[config.mk]
export PLATFORM = sky130hd
export DESIGN_NAME = qnt_coef_seq
export DESIGN_NICKNAME = d
export VERILOG_FILES = /design/src/rtl/qnt_coef_seq.sv
export SDC_FILE = /design/constraint.sdc
export NUM_CORES = 1
export LEC_CHECK = 0
export CAP_MARGIN = 20
export CORE_AREA = 2 2 121 99
export CTS_CLUSTER_DIAMETER = 30
export DETAILED_ROUTE_END_ITERATION = 12
export DIE_AREA = 0 0 123 101
export PLACE_DENSITY_LB_ADDON = 0.3
export SLEW_MARGIN = 5
export SYNTH_ARGS = -nofsm -noshare
export SYNTH_HDL_FRONTEND = slang
export SYNTH_SLANG_ARGS = --single-unit
[constraint.sdc]
create_clock -name clk -period 2.9 [get_ports clk]
set_input_delay 0.725 -clock clk [delete_from_list [all_inputs] [get_ports clk]]
set_output_delay 0.725 -clock clk [all_outputs]
set_load 0.02 [all_outputs]
[src/rtl/qnt_coef_seq.sv]
// qnt_coef_seq: one registered valid/ready stage between the DCT and the quantizer.
// Each accepted coefficient is tagged with its coefficient index, block index,
// component (Y/Cb/Cr) and sob/eob/eomcu flags. It also counts completed MCUs.
// Optional build macro QNT_COEF_SEQ_STALL_CNT_EN adds a saturating 32-bit stall counter.
module qnt_coef_seq #(
  parameter int unsigned DATA_W = 12,
  parameter int unsigned CNT_W  = 6,
  parameter int unsigned Y_BLKS = 4,
  parameter int unsigned C_BLKS = 1,
  parameter int unsigned MCU_W  = 16
) (
  input  logic              clk,
  input  logic              rst,
  input  logic              clr,
  input  logic              in_valid,
  output logic              in_ready,
  input  logic [DATA_W-1:0] in_data,
  output logic              out_valid,
  input  logic              out_ready,
  output logic [DATA_W-1:0] out_data,
  output logic [CNT_W-1:0]  out_coef_idx,
  output logic [3:0]        out_blk_idx,
  output logic [1:0]        out_comp,
  output logic              out_sob,
  output logic              out_eob,
  output logic              out_eomcu,
  output logic [MCU_W-1:0]  mcu_cnt,
`ifdef QNT_COEF_SEQ_STALL_CNT_EN
  output logic [31:0]       stall_cnt,
`endif
  output logic              busy
);

  if (Y_BLKS == 0 || C_BLKS == 0 || Y_BLKS > 15 || C_BLKS > 15) begin : g_param_err
    $error("qnt_coef_seq: Y_BLKS and C_BLKS must both lie in 1..15");
  end

  typedef enum logic [1:0] {StY = 2'd0, StCb = 2'd1, StCr = 2'd2} comp_e;

  localparam logic [CNT_W-1:0] CoefLast = '1;
  localparam logic [3:0]       YBlkLast = 4'(Y_BLKS - 1);
  localparam logic [3:0]       CBlkLast = 4'(C_BLKS - 1);

  logic              out_valid_q, out_valid_d;
  logic [DATA_W-1:0] out_data_q, out_data_d;
  logic [CNT_W-1:0]  out_coef_q, out_coef_d;
  logic [3:0]        out_blk_q, out_blk_d;
  logic [1:0]        out_comp_q, out_comp_d;
  logic              out_sob_q, out_sob_d;
  logic              out_eob_q, out_eob_d;
  logic              out_eomcu_q, out_eomcu_d;
  logic [CNT_W-1:0]  coef_q, coef_d;
  logic [3:0]        blk_q, blk_d;
  comp_e             comp_q, comp_d;
  logic [MCU_W-1:0]  mcu_q, mcu_d;
  logic [CNT_W-1:0]  cur_coef;
  logic [3:0]        cur_blk;
  comp_e             cur_comp;
  logic [MCU_W-1:0]  cur_mcu;
  logic              accept, xfer, eob_now;

  // Handshake, position sequencer and output-register next state.
  always_comb begin
    in_ready = !out_valid_q || out_ready;
    accept   = in_valid && in_ready;
    xfer     = out_valid_q && out_ready;
    // clr restarts the frame in the same cycle, so a coincident sample sees the origin.
    cur_coef = clr ? '0  : coef_q;
    cur_blk  = clr ? '0  : blk_q;
    cur_comp = clr ? StY : comp_q;
    cur_mcu  = clr ? '0  : mcu_q;
    eob_now  = (cur_coef == CoefLast);

    out_valid_d = out_valid_q;
    out_data_d  = out_data_q;
    out_coef_d  = out_coef_q;
    out_blk_d   = out_blk_q;
    out_comp_d  = out_comp_q;
    out_sob_d   = out_sob_q;
    out_eob_d   = out_eob_q;
    out_eomcu_d = out_eomcu_q;
    coef_d      = cur_coef;
    blk_d       = cur_blk;
    comp_d      = cur_comp;
    mcu_d       = cur_mcu;

    if (xfer) out_valid_d = 1'b0;

    if (accept) begin
      out_valid_d = 1'b1;
      out_data_d  = in_data;
      out_coef_d  = cur_coef;
      out_blk_d   = cur_blk;
      out_comp_d  = cur_comp;
      out_sob_d   = (cur_coef == '0);
      out_eob_d   = eob_now;
      out_eomcu_d = eob_now && (cur_comp == StCr) && (cur_blk == CBlkLast);
      coef_d      = cur_coef + 1'b1;
      if (eob_now) begin
        blk_d = cur_blk + 4'd1;
        unique case (cur_comp)
          StY: begin
            if (cur_blk == YBlkLast) begin
              comp_d = StCb;
              blk_d  = '0;
            end
          end
          StCb: begin
            if (cur_blk == CBlkLast) begin
              comp_d = StCr;
              blk_d  = '0;
            end
          end
          StCr: begin
            if (cur_blk == CBlkLast) begin
              comp_d = StY;
              blk_d  = '0;
              mcu_d  = cur_mcu + 1'b1;
            end
          end
          default: begin
            comp_d = StY;
            blk_d  = '0;
          end
        endcase
      end
    end
  end

  // State and output registers with synchronous reset.
  always_ff @(posedge clk) begin
    if (rst) begin
      out_valid_q <= 1'b0;
      out_data_q  <= '0;
      out_coef_q  <= '0;
      out_blk_q   <= '0;
      out_comp_q  <= '0;
      out_sob_q   <= 1'b0;
      out_eob_q   <= 1'b0;
      out_eomcu_q <= 1'b0;
      coef_q      <= '0;
      blk_q       <= '0;
      comp_q      <= StY;
      mcu_q       <= '0;
    end else begin
      out_valid_q <= out_valid_d;
      out_data_q  <= out_data_d;
      out_coef_q  <= out_coef_d;
      out_blk_q   <= out_blk_d;
      out_comp_q  <= out_comp_d;
      out_sob_q   <= out_sob_d;
      out_eob_q   <= out_eob_d;
      out_eomcu_q <= out_eomcu_d;
      coef_q      <= coef_d;
      blk_q       <= blk_d;
      comp_q      <= comp_d;
      mcu_q       <= mcu_d;
    end
  end

`ifdef QNT_COEF_SEQ_STALL_CNT_EN
  logic [31:0] stall_q, stall_d;

  // Saturating count of cycles where a held output is refused downstream.
  always_comb begin
    stall_d = stall_q;
    if (clr) begin
      stall_d = '0;
    end else if (out_valid_q && !out_ready && (stall_q != '1)) begin
      stall_d = stall_q + 32'd1;
    end
  end

  // Stall counter register.
  always_ff @(posedge clk) begin
    if (rst) stall_q <= '0;
    else     stall_q <= stall_d;
  end

  assign stall_cnt = stall_q;
`endif

  assign out_valid    = out_valid_q;
  assign out_data     = out_data_q;
  assign out_coef_idx = out_coef_q;
  assign out_blk_idx  = out_blk_q;
  assign out_comp     = out_comp_q;
  assign out_sob      = out_sob_q;
  assign out_eob      = out_eob_q;
  assign out_eomcu    = out_eomcu_q;
  assign mcu_cnt      = mcu_q;
  assign busy         = out_valid_q || (coef_q != '0) || (blk_q != '0) || (comp_q != StY);

endmodule

==> results of run 1 <==
[metal layers]
| layer | up-vias | wire, um | track usage, % |
|---|---|---|---|
| li1 | 1372 | - | - |
| met1 | 1328 | 3858 | 18.10 |
| met2 | 57 | 3677 | 20.78 |
| met3 | 11 | 294 | 2.432 |
| met4 | 0 | 104 | 3.671 |
| met5 | - | 0 | 0 |
[layout make-up]
| type | count | area [um2] |
|---|---|---|
| Clock buffer | 5 | 125.1 |
| Inverter | 12 | 45.04 |
| Timing Repair Buffer | 105 | 938.4 |
| Multi-Input combinational cell | 246 | 1498 |
| Clock inverter | 3 | 23.77 |
| Fill cell | 1222 | 7362 |
| Tap cell | 148 | 185.2 |
| Sequential cell | 56 | 1121 |
[per-stage QoR]
step / instance area, um2 / util (%) / hold WS [ns] / setup WS [ns]
5_1_grt: 3936 / 34.84 / 0.4744 / 0.002639
3_5_place_dp: 3787 / 33.52 / 0.4437 / -0.1201
3_3_place_gp: 3787 / 33.52 / 0.4424 / -0.03967
6_report: 3936 / 34.84 / 0.4551 / 0.1792
2_1_floorplan: 2758 / - / 0.5060 / 0.1820
4_1_cts: 3936 / 34.84 / 0.4599 / 0.1917
[worst reg2reg max path, stage by stage, from the launching register on]
cell and delay, ns:
dfxtp_1 0.38, nand2_1 0.09, inv_1 0.08, ha_1 0.16, and4b_1 0.27, nand4_1 0.12, buf_4 0.20, nor4_1 0.28
mux2_2 0.37
[state kept, by name (all words and copies together), names as in the netlist]
name and cells:
out_blk_idx 4, out_sob 1, out_valid 1, out_comp 2, mcu_cnt 16, out_eomcu 1, out_data 12, comp_q 2
coef_q 6, out_coef_idx 6, blk_q 4, out_eob 1
[cell usage in the layout (no fill, tap or decap), types with 2 or more instances in the layout]
master,instances
a21oi_1,45
a41o_1,2
nor2b_1,11
buf_4,43
clkdlybuf4s50_1,61
nand4_1,7
and2_1,3
or3_1,8
nor3_1,6
o211ai_1,4
nand3_1,12
dfxtp_1,56
or4_1,3
ha_1,9
o21ai_0,8
nand3b_1,2
nand2b_1,3
a221oi_1,2
o2111ai_1,4
nor4_1,4
clkbuf_16,5
a21boi_0,3
nand2_1,62
inv_1,12
nor3b_1,3
a311oi_1,2
clkinvlp_4,2
mux2i_1,3
nor2_1,10
and4b_1,3
mux2_2,5
o31ai_1,4
[final timing paths]
kind | slack (ns) | to | cells after the start | from
setup / recovery | 0.18 | mcu_cnt[12] | 9 | clr
hold / removal | 0.46 | out_blk_idx[1] | 2 | out_blk_idx[1]
setup reg to reg | 0.86 | mcu_cnt[12] | 8 | coef_q[1]
hold reg to reg | 0.46 | out_blk_idx[1] | 2 | out_blk_idx[1]
[kinds of logic (layout without fill, tap and decap cells)]
| group | Yosys count | in the layout | synth area share, % |
|---|---|---|---|
| xor+xnor | 2 | 2 | 0.6353 |
| fa+ha+maj | 9 | 9 | 4.084 |
| mux | 8 | 8 | 3.131 |
| simple gates | 147 | 147 | 28.72 |
| flops | 56 | 56 | 40.65 |
| buf+inv | 34 | 125 | 5.036 |
| compound gates | 80 | 80 | 17.74 |
[power by group through the flow]
stage	Combinational, mW	Sequential [mW]	Clock [mW]
global route	0.170	0.791	0.670
detailed placement	0.158	0.808	0
finish	0.157	0.789	0.625
CTS	0.159	0.790	0.642
global placement	0.157	0.807	0
floorplan	0.0646	0.821	0
==> impl_metrics.py, run 1 <==
metrics = {
    "power_and_ir_drop": {
        "p_total_mw": 1.570,
        "p_sw_share_pct": 25.11,
        "power.leakage_nw": 1.471,
        "p_int_mw": 1.176,
        "clkPwrFrac_pct": 39.8,
        "powerDensity_mw_per_mm2": 399.0,
        "p_seq_share_pct": 50.3,
        "ir_drop_mv": 0.2354,
        "power.switching_uw": 394.4,
        "p_comb_share_pct": 10.0,
    },
    "synth": {
        "async_reset_ff_share_pct": 0,
        "syn-cell-area_mm2": 0.002758,
        "yosysTopAreaCell": "dfxtp_1",
        "synth.area.top_cells": "dfxtp_1 41%, nand2_1 8.4%, a21oi_1 8.2%",
        "synth_flop_cell": "dfxtp_1",
        "synth.most_common_cell": "nand2_1",
        "synth_seq_area_share_pct": 40.65,
        "synth_nets": 362,
        "avgSynthCellArea_um2": 8.207,
        "synth-seq-cells": 56,
        "yosysTopAreaCellShare_pct": 40.65,
        "synthTopCellsByCount": "62 x nand2_1, 56 x dfxtp_1, 45 x a21oi_1, 15 x clkbuf_1",
        "synth_warnings": 0,
        "synth-edff-count": 0,
        "synthCells": 336,
        "ys_types": 50,
    },
    "worst_setup_path": {
        "cp_slowest_stage_delay_ns": 0.47,
        "arrival_ns": 2.92,
        "critPathLaunchType": "primary input",
        "worstPathCellList": "clkdlybuf4s50_1, buf_4, nor2b_1, ha_1, and4b_1, nand4_1, buf_4, nor4_1, mux2_2",
        "crit_fanout": 10,
        "critical_path_class": "in2reg",
        "critPathRequiredTime_ns": 3.10,
        "cp_slowest_cell": "clkdlybuf4s50_1",
        "crit_family": "buffers and inverters",
        "cp-end-kind": "flip-flop",
        "crit_buf_inv": 3,
        "cp_common_cell": "buf_4",
    },
    "timing": {
        "worst_slew_pin_slew_ns": 0.5758,
        "hold_violations": 0,
        "tns_ns": 0,
        "relSlewSlack_pct": 61.61,
        "maxSlewViolCount": 0,
        "min_period_over_period_pct": 93.82,
        "setup_viol": 0,
        "max_freq_ghz": 0.3675,
        "skew_ns": 0.007391,
        "period_needed_ns": 2.721,
        "rsz0062_at_grt": "no",
    },
    "die": {
        "pin_count": 63,
        "die_w_um": 123,
        "start_util_pct": 24.41,
        "die_h_um": 101,
        "core-area_mm2": 0.01130,
        "num_rows": 35,
        "die_area_mm2": 0.01242,
    },
    "clocking": {
        "hold_buffers": 0,
        "cts.sinks": 56,
        "cts_buffer_depth": 2,
        "numCtsBuffers": 5,
        "cts_setup_buffers": 0,
        "htreeDepth": 2,
        "clock_latency_ns": 0.30,
        "cts_tree": "yes",
        "clockRootBuffer": "clkbuf_16",
        "post_cts_resized": 0,
        "clkTransAtPathRegs_ns": 0.08,
    },
    "global_routing": {
        "grt_pass1_vias": 2576,
        "grt_pass1_wl_um": 13170,
        "grt_start_max_net_pins": 34,
        "grt-ovfl-total": 0,
        "track_usage_pct": 13.09,
        "antenna_found_initial": 0,
    },
    "place": {
        "gp_congestion": 0.8202,
        "placedCellCount": 567,
        "portBuffers": 62,
        "hpwl_um": 5888,
    },
    "drt": {
        "vias_per_cell": 4.814,
        "drt.antenna.violating_nets": 0,
        "first_pass_iters": 4,
        "num_vias": 2768,
        "drcViolationCount": 0,
        "totalWireLength_um": 7934,
        "drtIter0Drc": 95,
        "wl_per_cell_um": 13.80,
    },
    "final_layout": {
        "areaGrowthSynthToFinish_pct": 42.74,
        "nNetsFinal": 452,
        "layout-drive-gt1-share_pct": 14.52,
        "instances_no_fill": 575,
        "diodes": 0,
    },
    "outcome": {
        "status": "finished clean",
    },
    "job": {
        "max-cap-violations": 0,
    },
    "worst_hold_path": {
        "hold_class": "reg2reg",
    },
}
No activity file was read; power rests on OpenSTA's default activity.
==> inputs of run 2 (changes only) <==
CELL_PAD_IN_SITES_DETAIL_PLACEMENT = 1   (was default)
CELL_PAD_IN_SITES_GLOBAL_PLACEMENT = 2   (was default)
==> run 2 against run 1 <==
Die area did not move. Clock power rose by 3%. Non-clock buffer count fell by 3. Design area fell by 0.54%. Clock skew rose by 0.0043 ns. Via count fell by 1.4%. Total power rose by 1.6%. Critical endpoint is now busy. Largest cell class unchanged. Largest power group unchanged.
==> impl_metrics.py, run 2 (synthesis gave the netlist of run 1 again) <==
metrics = {
    "drt": {
        "drcViolationCount": 0,
        "first_pass_iters": 4,
        "totalWireLength_um": 8881,
        "drt.antenna.violating_nets": 0,
        "drtIter0Drc": 154,
        "wl_per_cell_um": 15.53,
        "num_vias": 2730,
        "vias_per_cell": 4.773,
    },
    "global_routing": {
        "grt_pass1_vias": 2722,
        "grt_pass1_wl_um": 14570,
        "grt-ovfl-total": 0,
        "antenna_found_initial": 0,
        "grt_start_max_net_pins": 33,
        "track_usage_pct": 14.91,
    },
    "timing": {
        "relSlewSlack_pct": 58.05,
        "maxSlewViolCount": 0,
        "period_needed_ns": 2.734,
        "worst_slew_pin_slew_ns": 0.6235,
        "max_freq_ghz": 0.3658,
        "min_period_over_period_pct": 94.26,
        "hold_violations": 0,
        "setup_viol": 0,
        "skew_ns": 0.01167,
        "whs_ns": 0.4558,
        "tns_ns": 0,
        "setup_slack_ns": 0.1664,
        "rsz0062_at_grt": "no",
    },
    "outcome": {
        "status": "finished clean",
    },
    "final_layout": {
        "areaGrowthSynthToFinish_pct": 41.97,
        "nNetsFinal": 449,
        "layout_commonest_cell": "nand2_1",
        "multi_input_comb_area_mm2": 0.001498,
        "diodes": 0,
        "mostFrequentLayoutCells": "62 x nand2_1, 61 x clkdlybuf4s50_1, 56 x dfxtp_1",
        "fill_cells": 1364,
        "final_util_pct": 34.65,
        "largest_reg_flops": 16,
        "instances_no_fill": 572,
        "layout-drive-gt1-share_pct": 14.15,
        "regArea_mm2": 0.001121,
    },
    "power_and_ir_drop": {
        "ir_drop_mv": 0.2428,
        "power.leakage_nw": 1.459,
        "powerDensity_mw_per_mm2": 407.7,
    },
    "clocking": {
        "cts.sinks": 56,
        "cts_setup_buffers": 0,
        "cts_buffer_depth": 2,
        "numCtsBuffers": 5,
        "htreeDepth": 2,
        "cts_tree": "yes",
        "clock_latency_ns": 0.30,
        "clockRootBuffer": "clkbuf_16",
        "clkTransAtPathRegs_ns": 0.08,
    },
    "place": {
        "gp_congestion": 0.8186,
        "hpwl_um": 6706,
        "placedCellCount": 564,
        "portBuffers": 62,
        "post-place-ws_ns": -0.1867,
    },
    "die": {
        "die_h_um": 101,
        "die_w_um": 123,
        "core-area_mm2": 0.01130,
        "pin_count": 63,
        "num_rows": 35,
        "start_util_pct": 24.41,
        "die_area_mm2": 0.01242,
    },
    "job": {
        "max-cap-violations": 0,
    },
    "worst_setup_path": {
        "critPathRequiredTime_ns": 2.17,
        "crit_fanout": 4,
        "critical_path_class": "reg2out",
        "critPathLaunchType": "flip-flop",
        "arrival_ns": 2.01,
        "cp-end-kind": "primary output",
    },
    "worst_hold_path": {
        "hold_class": "reg2reg",
    },
}
[run 2: cell types whose count changed in the layout (fill, tap and decap cells not counted)]
cell	before	now
a21boi_1	0	1
inv_2	0	1
clkinv_4	1	0
a21boi_0	3	2
buf_4	43	40
inv_1	12	11
inv_6	0	2
clkinvlp_4	2	1
[run 2: per-layer routing]
layer | track usage, % | wire (um) | vias up
met5 | 0 | 0 | -
met4 | 2.885 | 51 | 0
met3 | 2.828 | 234 | 4
met2 | 22.57 | 3994 | 32
met1 | 21.98 | 4599 | 1320
li1 | - | - | 1374
[run 2: repair_timing]
item | CTS | global route
setup endpoints to repair | 0 | 8
hold buffers | 0 | 0
hold endpoints to repair | 0 | 0
resized for setup | 0 | 2
[run 2: worst paths after layout]
path                     from           to  slack, ns  cells after the start
hold reg to reg   out_comp[0]  out_comp[0]       0.46                      2
setup / recovery    coef_q[3]         busy       0.17                      3
hold / removal    out_comp[0]  out_comp[0]       0.46                      2
setup reg to reg    comp_q[1]  mcu_cnt[12]       0.83                      7
[run 2: stage by stage]
step	total power, mW	cell area [um2]
6_report	1.596	3915
5_1_grt	1.661	3915
4_1_cts	1.618	3915
3_5_place_dp	0.9719	3765
3_3_place_gp	0.9699	3765
2_1_floorplan	0.8859	2758
[run 2: power by group]
group	internal, mW	leakage (nW)	switching [mW]
logic	0.0728	0.934	0.0884
clock network	0.328	0.0708	0.317
registers	0.782	0.454	0.00830
total	1.18	1.46	0.414
[run 2: area by class of cell]
class / instances / share of cell area, %
inverter: 12 / 1.151
timing repair buffer: 102 / 23.39
clock buffer: 5 / 3.196
tap: 148 / 4.730
clock inverter: 3 / 0.6392
multi-input combinational: 246 / 38.26
sequential: 56 / 28.64
[run 2: critical path: stages (launching register included)]
cell	delay, ns
dfxtp_1	0.35
nor4_1	0.59
nand4_1	0.19
clkdlybuf4s50_1	0.58
